[src/rtl/mem_lsu.sv]
// MEM-stage load/store unit.
// Takes the EX-stage data-memory request and runs it on the data bus using a
// valid/ready request phase followed by a response phase. Load data is
// aligned and extended for write-back. The unit stalls the pipeline while a
// bus transaction is in flight. Misalignment, bus errors and timeouts are
// reported as one-cycle exception pulses.
module mem_lsu #(
    parameter int XLEN    = 32,
    parameter int TIMEOUT = 255
) (
    input  logic            clk,
    input  logic            rst_n,
    input  logic            pipe_flush,
    input  logic            mem_re_i,
    input  logic            mem_we_i,
    input  logic [XLEN-1:0] mem_addr_i,
    input  logic [4:0]      mem_l_mask_i,
    input  logic [3:0]      mem_byte_we_i,
    input  logic [XLEN-1:0] mem_wdata_i,
    output logic            dbus_req_valid,
    input  logic            dbus_req_ready,
    output logic [XLEN-1:0] dbus_addr,
    output logic            dbus_we,
    output logic [3:0]      dbus_wstrb,
    output logic [XLEN-1:0] dbus_wdata,
    input  logic            dbus_rsp_valid,
    input  logic [XLEN-1:0] dbus_rdata,
    input  logic            dbus_rsp_err,
    output logic            lsu_busy,
    output logic            lsu_done,
    output logic [XLEN-1:0] lsu_rdata,
    output logic            lsu_exp_flag,
    output logic [1:0]      lsu_exp_cause
);

    typedef enum logic [1:0] {
        S_IDLE = 2'd0,
        S_REQ  = 2'd1,
        S_WAIT = 2'd2,
        S_DONE = 2'd3
    } state_e;

    // Load-kind one-hot bit positions.
    localparam int K_LB  = 0;
    localparam int K_LH  = 1;
    localparam int K_LW  = 2;
    localparam int K_LBU = 3;
    localparam int K_LHU = 4;

    localparam logic [1:0] CAUSE_MISALIGN = 2'd0;
    localparam logic [1:0] CAUSE_BUSERR   = 2'd1;
    localparam logic [1:0] CAUSE_TIMEOUT  = 2'd2;

    localparam logic [7:0] TIMEOUT_LAST = 8'(TIMEOUT - 1);

    // Select the addressed byte/half from the bus word and extend it.
    function automatic logic [XLEN-1:0] load_extract(
        input logic [4:0]      kind,
        input logic [1:0]      off,
        input logic [XLEN-1:0] word
    );
        logic [7:0]  b;
        logic [15:0] h;
        logic [XLEN-1:0] res;
        b = word[{off, 3'b000} +: 8];
        h = off[1] ? word[31:16] : word[15:0];
        if (kind[K_LB]) begin
            res = {{(XLEN-8){b[7]}}, b};
        end else if (kind[K_LBU]) begin
            res = {{(XLEN-8){1'b0}}, b};
        end else if (kind[K_LH]) begin
            res = {{(XLEN-16){h[15]}}, h};
        end else if (kind[K_LHU]) begin
            res = {{(XLEN-16){1'b0}}, h};
        end else begin
            res = word;
        end
        return res;
    endfunction

    // Halfword loads need addr[0]=0, word loads need addr[1:0]=0.
    function automatic logic load_misaligned(
        input logic [4:0] kind,
        input logic [1:0] off
    );
        logic res;
        res = ((kind[K_LH] | kind[K_LHU]) & off[0]) |
              (kind[K_LW] & (off != 2'b00));
        return res;
    endfunction

    state_e          state_q, state_d;
    logic [XLEN-1:0] addr_q, addr_d;
    logic [4:0]      kind_q, kind_d;
    logic            we_q, we_d;
    logic [3:0]      wstrb_q, wstrb_d;
    logic [XLEN-1:0] wdata_q, wdata_d;
    logic [7:0]      cnt_q, cnt_d;
    logic            kill_q, kill_d;
    logic [XLEN-1:0] rdata_q, rdata_d;
    logic            exp_flag_q, exp_flag_d;
    logic [1:0]      exp_cause_q, exp_cause_d;
    logic            req_valid_q, req_valid_d;
    logic            done_q, done_d;
    logic            new_acc_s;
    logic            busy_s;

    assign new_acc_s = (mem_re_i | mem_we_i) & ~pipe_flush;

    // Next-state and datapath logic for the access sequencer.
    always_comb begin
        state_d     = state_q;
        addr_d      = addr_q;
        kind_d      = kind_q;
        we_d        = we_q;
        wstrb_d     = wstrb_q;
        wdata_d     = wdata_q;
        cnt_d       = cnt_q;
        kill_d      = kill_q;
        rdata_d     = rdata_q;
        exp_flag_d  = 1'b0;
        exp_cause_d = exp_cause_q;
        busy_s      = 1'b0;
        case (state_q)
            S_IDLE: begin
                if (new_acc_s) begin
                    busy_s = 1'b1;
                    if (mem_re_i && load_misaligned(mem_l_mask_i, mem_addr_i[1:0])) begin
                        // No bus activity: fault reported next cycle.
                        exp_flag_d  = 1'b1;
                        exp_cause_d = CAUSE_MISALIGN;
                    end else begin
                        addr_d  = mem_addr_i;
                        kind_d  = mem_re_i ? mem_l_mask_i : 5'b00000;
                        we_d    = mem_we_i;
                        wstrb_d = mem_we_i ? mem_byte_we_i : 4'b0000;
                        wdata_d = mem_wdata_i << {mem_addr_i[1:0], 3'b000};
                        kill_d  = 1'b0;
                        state_d = S_REQ;
                    end
                end else begin
                    busy_s = 1'b0;
                end
            end
            S_REQ: begin
                busy_s = 1'b1;
                if (pipe_flush) begin
                    state_d = S_IDLE;
                end else if (dbus_req_ready) begin
                    cnt_d   = 8'd0;
                    kill_d  = 1'b0;
                    state_d = S_WAIT;
                end else begin
                    state_d = S_REQ;
                end
            end
            S_WAIT: begin
                busy_s = 1'b1;
                cnt_d  = cnt_q + 8'd1;
                if (dbus_rsp_valid) begin
                    // Response always consumed; a flush only hides its result.
                    state_d = S_IDLE;
                    if (pipe_flush || kill_q) begin
                        kill_d = 1'b0;
                    end else if (dbus_rsp_err) begin
                        exp_flag_d  = 1'b1;
                        exp_cause_d = CAUSE_BUSERR;
                    end else begin
                        if (!we_q) begin
                            rdata_d = load_extract(kind_q, addr_q[1:0], dbus_rdata);
                        end else begin
                            rdata_d = rdata_q;
                        end
                        state_d = S_DONE;
                    end
                end else if (cnt_q == TIMEOUT_LAST) begin
                    state_d = S_IDLE;
                    if (pipe_flush || kill_q) begin
                        kill_d = 1'b0;
                    end else begin
                        exp_flag_d  = 1'b1;
                        exp_cause_d = CAUSE_TIMEOUT;
                    end
                end else if (pipe_flush) begin
                    kill_d = 1'b1;
                end else begin
                    kill_d = kill_q;
                end
            end
            S_DONE: begin
                // Requests seen here are picked up in the following IDLE cycle.
                busy_s  = 1'b0;
                state_d = S_IDLE;
            end
            default: begin
                busy_s  = 1'b0;
                state_d = S_IDLE;
            end
        endcase
        req_valid_d = (state_d == S_REQ);
        done_d      = (state_d == S_DONE);
    end

    // State and output registers.
    always_ff @(posedge clk or negedge rst_n) begin
        if (!rst_n) begin
            state_q     <= S_IDLE;
            addr_q      <= '0;
            kind_q      <= 5'b00000;
            we_q        <= 1'b0;
            wstrb_q     <= 4'b0000;
            wdata_q     <= '0;
            cnt_q       <= 8'd0;
            kill_q      <= 1'b0;
            rdata_q     <= '0;
            exp_flag_q  <= 1'b0;
            exp_cause_q <= 2'd0;
            req_valid_q <= 1'b0;
            done_q      <= 1'b0;
        end else begin
            state_q     <= state_d;
            addr_q      <= addr_d;
            kind_q      <= kind_d;
            we_q        <= we_d;
            wstrb_q     <= wstrb_d;
            wdata_q     <= wdata_d;
            cnt_q       <= cnt_d;
            kill_q      <= kill_d;
            rdata_q     <= rdata_d;
            exp_flag_q  <= exp_flag_d;
            exp_cause_q <= exp_cause_d;
            req_valid_q <= req_valid_d;
            done_q      <= done_d;
        end
    end

    assign dbus_req_valid = req_valid_q;
    assign dbus_addr      = {addr_q[XLEN-1:2], 2'b00};
    assign dbus_we        = we_q;
    assign dbus_wstrb     = wstrb_q;
    assign dbus_wdata     = wdata_q;
    assign lsu_busy       = busy_s | (state_q == S_REQ) | (state_q == S_WAIT);
    assign lsu_done       = done_q;
    assign lsu_rdata      = rdata_q;
    assign lsu_exp_flag   = exp_flag_q;
    assign lsu_exp_cause  = exp_cause_q;

endmodule
[config.mk]
export PLATFORM = sky130hd
export DESIGN_NAME = mem_lsu
export DESIGN_NICKNAME = d
export VERILOG_FILES = /design/src/rtl/mem_lsu.sv
export SDC_FILE = /design/constraint.sdc
export NUM_CORES = 1
export LEC_CHECK = 0
export ABC_AREA = 1
export CAP_MARGIN = 15
export CORE_MARGIN = 4
export CORE_UTILIZATION = 41
export CTS_CLUSTER_DIAMETER = 150
export CTS_CLUSTER_SIZE = 28
export DETAILED_ROUTE_END_ITERATION = 10
export PLACE_DENSITY = 0.87
export SLEW_MARGIN = 10
export SYNTH_ARGS = -nofsm -noshare
export SYNTH_HDL_FRONTEND = slang
export SYNTH_SLANG_ARGS = --single-unit
[constraint.sdc]
create_clock -name clk -period 1.5 [get_ports clk]
set_input_delay 0.3 -clock clk [delete_from_list [all_inputs] [get_ports clk]]
set_output_delay 0.3 -clock clk [all_outputs]
set_load 0.02 [all_outputs]
==> results of run 1 <==
==> cell families (layout without fill, tap and decap cells) <==
group                      count (synthesis)  count (layout)  share of synthesized area, %
DFF                                      121             121                         47.85
buffers and inverters                    135             434                         11.07
and+or+nand+nor                          409             411                         26.08
muxes                                      1               1                        0.1582
other                                      1               2                       0.05927
AOI/OAI and AO/OA                        152             152                         13.78
adders and majority gates                  5               5                        0.9887
==> final cells by class <==
cell class	count	area, um2
fill	1006	4086
timing repair buffer	341	3536
multi-input combinational	571	3402
sequential	121	3028
clock buffer	18	429.2
inverter	59	260.3
tap	188	235.2
clock inverter	14	136.4
timing repair inverter	2	32.53
==> through the flow <==
| stage | instance area [um2] | util, % | cells |
|---|---|---|---|
| detailed placement | 9001 | 59.43 | 1237 |
| finish | 11060 | 73.02 | 1314 |
| CTS | 10250 | 67.67 | 1295 |
| global placement | 9001 | 59.43 | 1237 |
| global route | 11060 | 73.02 | 1314 |
| floorplan | 6337 | - | 825 |
==> cell usage after synthesis (2+ instances only) <==
| library cell | n | share of area [%] |
|---|---|---|
| ha_1 | 5 | 0.99 |
| nor2_1 | 57 | 3.4 |
| buf_6 | 4 | 0.71 |
| nand4_1 | 4 | 0.40 |
| or2_2 | 2 | 0.20 |
| nand2_1 | 298 | 18 |
| a211oi_1 | 7 | 0.83 |
| buf_4 | 36 | 4.3 |
| dfrtp_1 | 121 | 48 |
| o21a_1 | 2 | 0.24 |
| clkbuf_1 | 12 | 0.71 |
| o211ai_1 | 20 | 2.4 |
| a31oi_1 | 24 | 2.4 |
| buf_1 | 3 | 0.18 |
| inv_1 | 53 | 3.1 |
| o21ai_0 | 69 | 5.5 |
| o21ai_1 | 10 | 0.79 |
| inv_2 | 4 | 0.24 |
| a21oi_1 | 17 | 1.3 |
| nand3_2 | 2 | 0.32 |
| nand3_1 | 37 | 2.9 |
| buf_2 | 21 | 1.7 |
==> path summary, 6_finish.rpt <==
kind | cells past startpoint | slack, ns | end
min in group clk | 3 | 0.42 | addr_q[25]
worst max-delay path | 7 | -0.31 | lsu_busy
max in group asynchronous | 3 | 0.62 | addr_q[30]
worst max register to register | 11 | -0.31 | lsu_rdata[26]
worst min-delay path | 2 | 0.32 | lsu_rdata[9]
worst min register to register | 2 | 0.47 | lsu_exp_cause[0]
==> worst max-delay path, stage by stage (launching register included) <==
cell and delay [ns]:
dfrtp_1 0.39, inv_2 0.09, ha_4 0.15, inv_4 0.04, nor3_4 0.14, inv_2 0.06, o2111ai_2 0.07, buf_6 0.15
==> where the power goes <==
| part | internal [mW] | switching, mW |
|---|---|---|
| clock network | 2.32 | 1.68 |
| registers | 4.56 | 0.997 |
| logic | 4.64 | 6.01 |
| total | 11.5 | 8.69 |
==> cell usage in the layout (no fill, tap or decap), types with 4 or more instances in the layout <==
| cell type | n |
|---|---|
| o21ai_1 | 9 |
| buf_6 | 17 |
| a211oi_1 | 7 |
| nand4_1 | 4 |
| nor2_2 | 6 |
| clkbuf_2 | 5 |
| dlygate4sd2_1 | 84 |
| clkdlybuf4s50_1 | 111 |
| a21oi_1 | 15 |
| inv_1 | 44 |
| nor2_1 | 48 |
| nand2_8 | 4 |
| o21ai_2 | 33 |
| clkbuf_16 | 22 |
| a31oi_1 | 24 |
| buf_12 | 17 |
| inv_6 | 8 |
| dfrtp_1 | 121 |
| clkdlybuf4s15_1 | 14 |
| o211ai_1 | 20 |
| nand3_2 | 8 |
| buf_8 | 8 |
| inv_2 | 10 |
| buf_4 | 71 |
| nand2_4 | 31 |
| nand3_1 | 28 |
| nand2_2 | 73 |
| ha_4 | 4 |
| nand2_1 | 194 |
| o21ai_0 | 37 |
| nor2_4 | 4 |
| buf_16 | 7 |
==> what timing repair did <==
| item | 4_1_cts | 5_1_grt |
|---|---|---|
| pin swaps | 15 | 48 |
| hold buffers | 1 | 0 |
| resized for setup | 240 | 224 |
| setup endpoints to repair | 220 | 123 |
| buffers inserted | 15 | 17 |
| endpoints found under the hold margin | 16 | 0 |
| gates cloned | 12 | 10 |
==> state kept, by name, indices dropped and copies added, names as in the netlist <==
name / count
state_q: 2
cnt_q: 8
lsu_exp_cause: 2
dbus_req_valid: 1
addr_q: 32
lsu_exp_flag: 1
dbus_wstrb: 4
dbus_wdata: 32
lsu_done: 1
lsu_rdata: 32
kind_q: 4
dbus_we: 1
kill_q: 1
==> per-layer routing <==
layer / track usage, % / routed length [um] / vias to the layer above
met4: 10.68 / 762 / 0
met3: 8.015 / 2119 / 84
li1: - / - / 3223
met1: 27.92 / 8746 / 3393
met5: 0 / 0 / -
met2: 43.02 / 12290 / 407
==> flow_summary_export.csv, run 1 <==
group,metric,value,unit
cts,ctsRootBufferMaster,"clkbuf_16",
min_path,hold_path.class,"input pin to asynchronous set/reset pin",
floorplan,rows,45,
cells_and_area,drive_gt1_share,31.35,%
placed_design,place_ws,-0.5682,ns
drt,wirelength,23910,um
global_routing,grt_pass1_vias,6962,
global_routing,grt_overflow,0,
power,cellPowerDensity,1828,mW/mm2
timing,setup_violations,118,
yosys,synthArstFlopShare,100.0,%
global_routing,grt_usage,24.74,%
placed_design,place.gp.congestion,0.9231,
global_routing,grt_start_max_net_pins,50,
cts,numCtsBuffers,17,
critical_path,crit_start,"state_q[0]",
power,ir_drop,1.211,mV
timing,fin_crit_sh,120.9,%
power,leakagePower,5.524,nW
cells_and_area,antenna_cells,0,
yosys,yosysSeqAreaShare,47.85,%
critical_path,cp.required,1.20,ns
cts,cts.sinks,121,
cts,tritoncts,"built",
drt,drc,0,
floorplan,core-area,0.01515,mm2
global_routing,grt_pass1_wl,34910,um
timing,drv_slew,0,
floorplan,dieArea,0.01748,mm2
yosys,ys_warn_count,0,
cts,htreeDepth,4,
placed_design,io_buffers,217,
yosys,synth-edff-count,0,
run_status,failed_checks,"setup timing",
critical_path,worstSetupEndpointType,"output port",
cells_and_area,area_delta_synth_final,74.79,%
yosys,synth.distinct_cells,38,
drt,wl_per_cell,18.20,um
drt,drt_first_pass_iters,6,
placed_design,dp_hpwl,14490,um
critical_path,cp_data_arrival_time,1.51,ns
drt,drt-vias-per-instance,5.409,
timing,holdWs,0.3154,ns
timing,fin_skew,0.009396,ns
drt,vias,7107,
timing,rsz0062_at_grt,"true",
critical_path,crit_path_start_kind,"flop",
timing,setup_slack,-0.3130,ns
floorplan,die_h,132.2,um
floorplan,die_w,132.2,um
timing,period_needed,1.813,ns
yosys,synth_area,0.006327,mm2
drt,drt_iter0_markers,730,
timing,finalHoldViolCount,0,
cts,clk_path_buf_depth,2,
power,p_total,20.21,mW
yosys,yosys_register_bits,121,
yosys,synth.avg_cell_area,7.679,um2
floorplan,start_util,41.78,%
yosys,postSynthCellCount,824,
cts,insertion_delay,0.42,ns
run_status,status,"finished, violations left",
drt,drtAntennaViolNets,0,
timing,fin_setup_tns,-15.54,ns
run,cap_violations,0,
yosys,ys.flop_type,"dfrtp_1",
critical_path,r2r_start,"state_q[0]",
critical_path,cp_max_fo,2,
global_routing,antenna_found_initial,0,
floorplan,pin_count,220,
cts,clk_pin_slew_worst_paths,0.06,ns
critical_path,path_class,"flop to output port",
timing,fmax,0.5516,GHz
cells_and_area,layout.nets,1231,
No activity file was read; power rests on OpenSTA's default activity.
==> run 2: changes to the inputs <==
- CORE_UTILIZATION: 41 -> 43
- CTS_BUF_LIST: not set -> sky130_fd_sc_hd__clkbuf_4
- PLACE_DENSITY: 0.87 -> 0.9
==> run 2 against run 1 <==
Effect of this change: the flow still finishes with violations (setup timing); utilization shrank 4.1 points; cell count shrank 1.1%; largest power group unchanged; maximum frequency is 8.4% lower.
==> flow_summary_export.csv, run 2 (same netlist as run 1, synthesis figures left out) <==
group,metric,value,unit
timing,finalHoldViolCount,0,
timing,holdWs,0.1541,ns
cells_and_area,fill_cells,1079,
power,p_total,18.08,mW
cells_and_area,layout.nets,1220,
floorplan,core-area,0.01448,mm2
floorplan,start_util,43.70,%
cts,htreeDepth,4,
power,ir_drop,1.177,mV
global_routing,grt_usage,27.36,%
cells_and_area,layout_commonest_cell,"nand2_1",
drt,vias,7049,
floorplan,dieArea,0.01672,mm2
timing,period_needed,1.980,ns
critical_path,worstSetupEndpointType,"output port",
critical_path,rrSetupSlack,-0.40,ns
drt,drt-met1-wl,8721,um
global_routing,grt_pass1_wl,35220,um
power,leakagePower,5.029,nW
timing,fin_crit_sh,132.0,%
drt,wl_met3,2308,um
timing,rsz0062_at_grt,"true",
drt,drt_iter0_markers,680,
timing,drv_slew,0,
cts,clk_path_buf_depth,2,
drt,drc,0,
drt,drtAntennaViolNets,0,
cells_and_area,drive_gt1_share,30.88,%
cts,ctsRootBufferMaster,"clkbuf_4",
floorplan,die_h,129.3,um
floorplan,pin_count,220,
critical_path,path_class,"flop to output port",
timing,fmax,0.5050,GHz
cts,numCtsBuffers,17,
critical_path,cpMaxStageDelayCell,"dfrtp_1",
cts,insertion_delay,0.55,ns
drt,dr_wl_met2,12510,um
cts,tritoncts,"built",
placed_design,io_buffers,217,
critical_path,r2r_start,"state_q[1]",
cells_and_area,area_delta_synth_final,57.82,%
placed_design,place.gp.congestion,0.8817,
critical_path,cp_max_fo,2,
critical_path,crit_path_start_kind,"flop",
drt,wl_per_cell,19.07,um
critical_path,r2r_end,"lsu_exp_flag",
power,cellPowerDensity,1811,mW/mm2
timing,setup_violations,119,
run_status,status,"finished, violations left",
critical_path,crit_chain,"inv_2 > ha_4 > buf_4 > o2111ai_2 > buf_6",
timing,fin_setup_tns,-18.38,ns
cts,clk_pin_slew_worst_paths,0.12,ns
global_routing,grt_start_max_net_pins,45,
drt,wirelength,24770,um
placed_design,dp_hpwl,14510,um
global_routing,grt_pass1_vias,6876,
drt,drt-vias-per-instance,5.426,
floorplan,rows,44,
timing,setup_slack,-0.4801,ns
cts,cts.sinks,121,
run,cap_violations,0,
timing,fin_skew,0.02542,ns
drt,highest_layer,"met4",
critical_path,cp.required,1.20,ns
global_routing,antenna_found_initial,1,
global_routing,grt_overflow,0,
drt,drt_first_pass_iters,8,
min_path,hold_path.class,"input pin to asynchronous set/reset pin",
critical_path,r2r_cells,13,
cells_and_area,layout_common_cells,"nand2_1 (280), dfrtp_1 (120), clkdlybuf4s50_1 (111)",
floorplan,die_w,129.3,um
critical_path,cp_data_arrival_time,1.68,ns
run_status,failed_checks,"setup timing",
critical_path,slowest_delay,0.39,ns
==> run 2: cell types whose count changed in the layout (fill, tap and decap cells not counted), moves of 12 or more <==
cell / before / now
a31oi_1: 24 / 10
a31oi_4: 0 / 12
buf_2: 0 / 100
clkbuf_16: 22 / 0
clkbuf_4: 0 / 17
clkdlybuf4s15_1: 14 / 0
dlygate4sd2_1: 84 / 0
nand2_1: 194 / 280
nand2_2: 73 / 13
nand2_4: 31 / 5
o21ai_0: 37 / 63
o21ai_2: 33 / 4
==> run 2: area by class of cell <==
type                            count  area [um2]  area share, %
Multi-Input combinational cell    571        3188          31.93
Sequential cell                   121        3029          30.33
Timing Repair Buffer              331        2959          29.63
Inverter                           59       244.0          2.443
Tap cell                          184       230.2          2.305
Clock inverter                     14       198.9          1.992
Clock buffer                       17       127.6          1.278
Timing Repair inverter              1       6.256        0.06265
Antenna cell                        1       2.502        0.02506
==> run 2: worst max path at each step <==
stage,startpoint,slack (ns),endpoint
global route,state_q[1],-0.58,lsu_busy
floorplan,state_q[1],-0.05,addr_q[1]
global placement,mem_re_i,-0.55,lsu_busy
detailed placement,mem_re_i,-0.59,lsu_busy
CTS,state_q[1],-0.47,lsu_busy
finish,state_q[0],-0.48,lsu_busy
==> run 2: per-layer routing <==
metal / up-vias / track usage [%]
met2: 432 / 47.68
met4: 0 / 13.28
met3: 118 / 8.244
met1: 3302 / 30.49
li1: 3197 / -
met5: - / 0
==> run 2: through the flow <==
step	instances	utilization (%)	instance area [um2]	worst slack [ns]
finish	1299	68.97	9986	-0.4801
floorplan	825	-	6337	-0.05168
global route	1299	68.97	9986	-0.5836
global placement	1217	61.22	8864	-0.5505
CTS	1290	65.99	9554	-0.4672
detailed placement	1217	61.22	8864	-0.5891
==> run 2: critical path, delay by kind of cell, from the launching register on <==
family	cells	cell delay, ns
compound gates	1	0.23
fa+ha+maj	1	0.16
buf+inv	3	0.36
flops	1	0.39
==> run 2: report_power, final <==
group	total, mW	leakage [nW]	internal, mW	switching, mW
sequential	5.37	1.57	4.54	0.826
clock	2.69	0.162	1.32	1.37
combinational	10.0	3.29	3.95	6.07
==> run 2: repair_timing <==
action | in CTS | in global routing
hold buffers | 1 | 0
hold endpoints to repair | 121 | 0
gates cloned | 16 | 0
buffers inserted | 26 | 14
resized for setup | 491 | 94
pin swaps | 11 | 41
setup endpoints to repair | 220 | 127
